===== src/rtl/sw_array_feeder.sv =====
// sw_array_feeder: loads query bases, streams reference bases, then drains the SW PE chain.
// Optional macro SW_FEED_UNDERRUN_CHECK_EN: a reference underrun sets err and forces the drain.
module sw_array_feeder #(
  parameter int NUM_PE = 16,
  parameter int CNT_W  = 16
) (
  input  logic             clk,
  input  logic             rst,
  input  logic             start,
  input  logic             q_valid,
  input  logic [1:0]       q_data,
  output logic             q_ready,
  input  logic             r_valid,
  input  logic [1:0]       r_data,
  input  logic             r_last,
  output logic             r_ready,
  output logic [1:0]       S_out,
  output logic             store_S_out,
  output logic [1:0]       T_out,
  output logic             init_out,
  output logic             busy,
  output logic             done,
  output logic [CNT_W-1:0] ref_count,
  output logic             err
);

  localparam int QW = $clog2(NUM_PE + 1);
  localparam logic [QW-1:0] LAST = QW'(NUM_PE - 1);

  typedef enum logic [1:0] {
    IDLE,
    LOADQ,
    REF,
    DRAIN
  } state_t;

  state_t state;
  state_t state_nx;

  logic [QW-1:0] q_cnt;
  logic [QW-1:0] d_cnt;

  logic go;
  logic q_acc;
  logic r_acc;
  logic q_end;
  logic r_end;
  logic d_end;

  assign q_ready = (state == LOADQ);
  assign r_ready = (state == REF);
  assign busy    = (state != IDLE);

  assign go    = (state == IDLE) & start;
  assign q_acc = q_valid & q_ready;
  assign r_acc = r_valid & r_ready;
  assign q_end = q_acc & (q_cnt == LAST);
  assign r_end = r_acc & r_last;
  assign d_end = (state == DRAIN) & (d_cnt == LAST);

`ifdef SW_FEED_UNDERRUN_CHECK_EN
  logic under;
  logic err_q;

  assign under = r_ready & ~r_valid;
  assign err   = err_q;

  // Sticky underrun flag, cleared when a new alignment starts.
  always_ff @(posedge clk) begin
    if (rst) begin
      err_q <= 1'b0;
    end else if (go) begin
      err_q <= 1'b0;
    end else if (under) begin
      err_q <= 1'b1;
    end
  end
`else
  assign err = 1'b0;
`endif

  // State register.
  always_ff @(posedge clk) begin
    if (rst) begin
      state <= IDLE;
    end else begin
      state <= state_nx;
    end
  end

  // Next-state logic.
  always_comb begin
    state_nx = state;
    unique case (state)
      IDLE: begin
        if (start) state_nx = LOADQ;
      end
      LOADQ: begin
        if (q_end) state_nx = REF;
      end
      REF: begin
        if (r_end) state_nx = DRAIN;
`ifdef SW_FEED_UNDERRUN_CHECK_EN
        if (under) state_nx = DRAIN;
`endif
      end
      DRAIN: begin
        if (d_end) state_nx = IDLE;
      end
      default: state_nx = IDLE;
    endcase
  end

  // Query/reference counters; the drain counter idles at zero outside DRAIN.
  always_ff @(posedge clk) begin
    if (rst) begin
      q_cnt     <= '0;
      d_cnt     <= '0;
      ref_count <= '0;
    end else begin
      if (go) begin
        q_cnt     <= '0;
        ref_count <= '0;
      end else begin
        if (q_acc) begin
          q_cnt <= q_cnt + QW'(1);
        end
        if (r_acc && (ref_count != '1)) begin
          ref_count <= ref_count + CNT_W'(1);
        end
      end
      if (state == DRAIN) begin
        d_cnt <= d_cnt + QW'(1);
      end else begin
        d_cnt <= '0;
      end
    end
  end

  // Registered PE-side outputs; S_out holds through bubbles and clears on return to IDLE.
  always_ff @(posedge clk) begin
    if (rst) begin
      S_out       <= '0;
      store_S_out <= 1'b0;
      T_out       <= '0;
      init_out    <= 1'b0;
      done        <= 1'b0;
    end else begin
      store_S_out <= q_acc;
      init_out    <= r_acc;
      T_out       <= r_acc ? r_data : 2'b00;
      done        <= d_end;
      if (q_acc) begin
        S_out <= q_data;
      end else if (state_nx == IDLE) begin
        S_out <= '0;
      end
    end
  end

endmodule


===== config.mk =====
export PLATFORM = sky130hd
export DESIGN_NAME = sw_array_feeder
export DESIGN_NICKNAME = d
export VERILOG_FILES = /design/src/rtl/sw_array_feeder.sv
export SDC_FILE = /design/constraint.sdc
export NUM_CORES = 1
export LEC_CHECK = 0
export BUFFER_PORTS_ARGS = -buffer_cell sky130_fd_sc_hd__clkbuf_2
export CAP_MARGIN = 10
export CORE_ASPECT_RATIO = 2
export CORE_UTILIZATION = 57
export CTS_CLUSTER_DIAMETER = 40
export CTS_CLUSTER_SIZE = 16
export DETAILED_ROUTE_END_ITERATION = 12
export HOLD_SLACK_MARGIN = 0.12
export PLACE_DENSITY = 0.83
export SLEW_MARGIN = 20
export SYNTH_ARGS = -nofsm -noshare
export SYNTH_HDL_FRONTEND = slang
export SYNTH_SLANG_ARGS = --single-unit

===== constraint.sdc =====
create_clock -name clk -period 2.9 [get_ports clk]
set_input_delay 0.435 -clock clk [delete_from_list [all_inputs] [get_ports clk]]
set_output_delay 0.435 -clock clk [all_outputs]
set_load 0.01 [all_outputs]

# After elaboration in Yosys (flattened, before gate mapping)

Cells that the tools add are included.

Register bits: 35
Input bits: 10
Output and inout bits: 27
Word-level logic and storage cells: 41

$add $sub $neg: 3
Equal/unequal tests: 6
Mux-type cells: 7
Bitwise logic cells: 8
Reduce and logical (&&, ||, !) cells: 8

Operator list:

| cell                                                            | count |
|---|---|
| 16-bit by 1-bit adder with 16-bit output, second input constant | 1 |
| 16-bit inequality test, second input constant                   | 1 |
| 2-bit 2-to-1 mux                                                | 6 |
| 5-bit by 1-bit adder with 5-bit output, second input constant   | 2 |
| 5-bit by 4-bit == test with 1-bit output, second input constant | 2 |
| 2-bit one-hot mux with 4 select lines                           | 1 |
| 1-bit bitwise AND                                               | 6 |
| 2-bit OR reduction                                              | 3 |
| 2-bit == test, second input constant                            | 2 |
| 2-bit logical NOT                                               | 2 |
| 2-bit nonzero test                                              | 2 |
| 2-bit by 1-bit == test with 1-bit output, second input constant | 1 |
| 1-bit NOT                                                       | 2 |
| 1-bit logical AND                                               | 1 |

# Longest topological paths before layout

Word-level depth: 8
Mapped depth: 7
Gate-level depth less buffers: 7

# Worst setup path after synthesis

OpenSTA, ideal clock, no wires.

Kind: flip-flop to flip-flop
From: register ref_count[0]
To: register ref_count[12]
Library setup time: 0.071 ns
Arrival time: 1.786 ns
Data required time: 2.829 ns
Setup slack: 1.044 ns
Cell stages (with the launch flop): 7
Path buffers: 1
Period minus slack after synthesis: 1.856 ns
Path through: dfxtp_1 ha_1 nand2_1 or3_1 buf_2 or4_1 a21oi_1

Longest elaborated chain between the ends: 2
Elaborated cells on any way between the ends: 3
Classes of those cells: add/sub: 1; eq/ne: 1; reduce/logical: 1

RTL lines:

| what                                                                                             | RTL line | source |
|---|---|---|
| from (decl)                                                                                      | 23       | `output logic [CNT_W-1:0] ref_count,` |
| from (signal assigned)                                                                           | 129      | `ref_count <= ref_count + CNT_W'(1);` |
| parallel branches: the longest is 2 deep, another holds 16-bit by 1-bit adder with 16-bit output | n/a      |  |

Several ways; the timed one is not identified.
A chain may end at the register's enable or synchronous reset.

# Worst setup path after layout

From: register state[1]
To: register ref_count[8]

Longest elaborated chain between the ends: 3
Elaborated cells on any way between the ends: 6
Classes of those cells: eq/ne: 1; bitwise: 2; reduce/logical: 3

RTL lines:

| what                                                    | RTL line | source |
|---|---|---|
| from (decl)                                             | 37       | `state_t state;` |
| from (signal assigned)                                  | 87       | `state <= state_nx;` |
| 2-bit == test or 2-bit logical NOT (tied branches)      | 51, 54   |  |
| 1-bit bitwise AND, on equally long branches             | 56, 54   |  |
| 1-bit logical AND or 2-bit OR reduction (tied branches) | n/a      |  |

Parallel ways exist; a longest one is shown, timed or not.

==> reports/metrics.cfg <==
[status]
status = finished clean

[die]
die_h_um = 78.15
die-area_um2 = 3132
initial_core_util_pct = 60.40
fp.coreArea_um2 = 2736
std_cell_rows = 27
die_width_um = 40.08
io_pins = 37

[cts]
htreeDepth = 2
postCtsSetupBuffers = 0
cts_tree = built
cts.sinks = 35
cts_hold_buf = 0
clkLatencyLatePin_ns = 0.29
clk_path_buf_depth = 2
cts_made_buffers = 5
clk_pin_slew_ns = 0.07
cts-resized-gates = 0
root_buffer = clkbuf_8

[power]
powerDensity_nw_per_um2 = 471.4
peakVddDrop_uv = 401.7
seqPwrFrac_pct = 53.5
clockPowerShare_pct = 41.5
p_leak_nw = 0.7550
power_frac_comb_pct = 5.0
net-switching-power_uw = 194.6
swShare_pct = 21.27
power_uw = 914.9
internal_power_uw = 720.2

[grt]
grt_pass1_vias = 1515
met2_usage_pct = 53.87
grt_start_max_net_pins = 16
use_met3_pct = 5.085
grtUsageMet1_pct = 26.09
grt_busiest_layer = met2
track_usage_pct = 29.31
grt_pass1_wl_um = 6389
overflow = 0
antenna_found_initial = 0

[worst_setup_path]
worstSetupPathType = register to register
cp.arrival_ns = 2.34
endpoint = ref_count[8]$_SDFFE_PP0P_
startpoint = state[1]$_SDFF_PP0_
setup.worst_path.end_class = register
r2r_slack_ns = 0.78
worstReg2RegEnd = ref_count[8]$_SDFFE_PP0P_
r2r-start = state[1]$_SDFF_PP0_
cp_data_required_time_ns = 3.12
r2r_cells = 5
crit_path_start_kind = register
cp_max_fo = 14

[timing]
setup-violations-final = 0
post-route-period-util_pct = 73.13
finalSetupTns_ns = 0
worst_pin_slew_ns = 0.7412
hold_viol = 0
fmax_mhz = 471.5
slew_headroom_pct = 50.48
period_needed_ns = 2.121
rsz0062_at_grt = no
finClkSkew_ns = 0.004016
slew_violations = 0
worst_hold_slack_ns = 0.3561
setup_ws_ns = 0.7792

[synthesis]
syn-instance-count = 192
synth_edf_count = 0
seq_area_frac_synth_pct = 42.39
yosys_warnings = 0
syn_area_um2 = 1653
synthArstFlopShare_pct = 0
synth_cell_types = 39
postSynthAreaPerCell_um2 = 8.609
syn_nets = 207
synth_seq_cells = 35
ys.flop_type = dfxtp_1

[finish]
layout_common_cells = dfxtp_1 (35), clkbuf_2 (35), nor2_1 (21)
drive_gt1_share_pct = 22.37
synthToLayoutAreaGrowth_pct = 17.41
antenna_cells = 0
nNetsFinal = 242
fin_cells = 257

[routing]
drt_pass1_iterations = 4
detail_route.wl_per_cell_um = 15.85
final_antenna_net_count = 0
vias = 1538
drcViolationCount = 0
vias_per_cell = 5.984
routed_wl_um = 4073
drt_iter0_drc = 42

[placement]
dp_slack_ns = 0.8126
numPortBuffers = 35
place.gp.congestion = 0.8663
hpwl_um = 3024
place_inst = 249

[run]
drv_cap = 0

[worst_hold_path]
hp-class = input pin to register

==> critical path, stage by stage (launching register included) <==
cell      delay (ns)
dfxtp_1         0.56
nand3b_1        0.12
buf_4           0.18
or3_1           0.51
or4_1           0.54
a21oi_1         0.15
==> through the flow <==
step / utilization (%) / area [um^2]
3_3_place_gp: 67.26 / 1841
6_report: 70.92 / 1941
2_1_floorplan: - / 1653
5_1_grt: 70.92 / 1941
4_1_cts: 70.92 / 1941
3_5_place_dp: 67.26 / 1841
==> power by group through the flow <==
stage	registers [mW]	clock network, mW	logic (mW)
final	0.489	0.380	0.0459
after global routing	0.489	0.407	0.0499
after CTS	0.489	0.388	0.0460
after detailed placement	0.500	0	0.0456
after global placement	0.499	0	0.0437
after floorplan	0.498	0	0.0319
==> cells by family (layout without fill, tap and decap cells) <==
kind of cell | count (synthesis) | after routing | synth area share [%]
and+or+nand+nor | 91 | 91 | 30.13
adders and majority gates | 5 | 5 | 3.785
xor gates and xnor gates | 5 | 5 | 2.650
buffers and inverters | 18 | 54 | 4.391
muxes | 7 | 7 | 4.239
AOI/OAI and AO/OA | 30 | 30 | 12.19
other | 1 | 1 | 0.2269
DFF | 35 | 35 | 42.39
==> registers in the layout, summed over array words and instances (netlist names) <==
| register | flops |
|---|---|
| S_out | 2 |
| T_out | 2 |
| d_cnt | 5 |
| done | 1 |
| init_out | 1 |
| q_cnt | 5 |
| ref_count | 16 |
| state | 2 |
| store_S_out | 1 |
==> per-layer routing <==
layer / up-vias / wire [um]
li1: 756 / -
met1: 729 / 1387
met2: 42 / 2429
met3: 11 / 124
met4: 0 / 132
met5: - / 0
==> area by class of cell <==
type	count	area (um^2)
Multi-Input combinational cell	139	879.6
Sequential cell	35	700.7
Timing Repair Buffer	37	190.2
Fill cell	213	795.8
Clock buffer	8	100.1
Tap cell	29	36.28
Inverter	9	33.78
==> how the worst min path moves through the flow <==
stage                                      to  slack, ns                 from  depth (start not counted)
after global placement    d_cnt[0]$_SDFF_PP0_       0.43  d_cnt[0]$_SDFF_PP0_                          1
final                     T_out[1]$_SDFF_PP0_       0.36            r_data[1]                          2
after detailed placement  d_cnt[0]$_SDFF_PP0_       0.44  d_cnt[0]$_SDFF_PP0_                          1
after floorplan           d_cnt[0]$_SDFF_PP0_       0.42  d_cnt[0]$_SDFF_PP0_                          1
after global routing      T_out[1]$_SDFF_PP0_       0.35            r_data[1]                          2
after CTS                 T_out[1]$_SDFF_PP0_       0.36            r_data[1]                          2
==> Yosys cell counts, types with 4 or more instances <==
cell	count	area [um^2]
nand4_1	5	31.28
nand3_1	5	25.02
mux2i_1	7	70.07
inv_1	9	33.78
o21ai_0	5	25.02
or2_2	4	25.02
clkbuf_1	7	26.28
and3_1	5	31.28
nand2_1	14	52.55
and2_1	4	25.02
nor3_1	7	35.03
or4_1	5	37.54
or3_1	9	56.30
ha_1	5	62.56
nor2_1	21	78.83
a21oi_1	9	45.04
o31ai_1	4	30.03
dfxtp_1	35	700.7
Power figures use the tool's default switching activity.
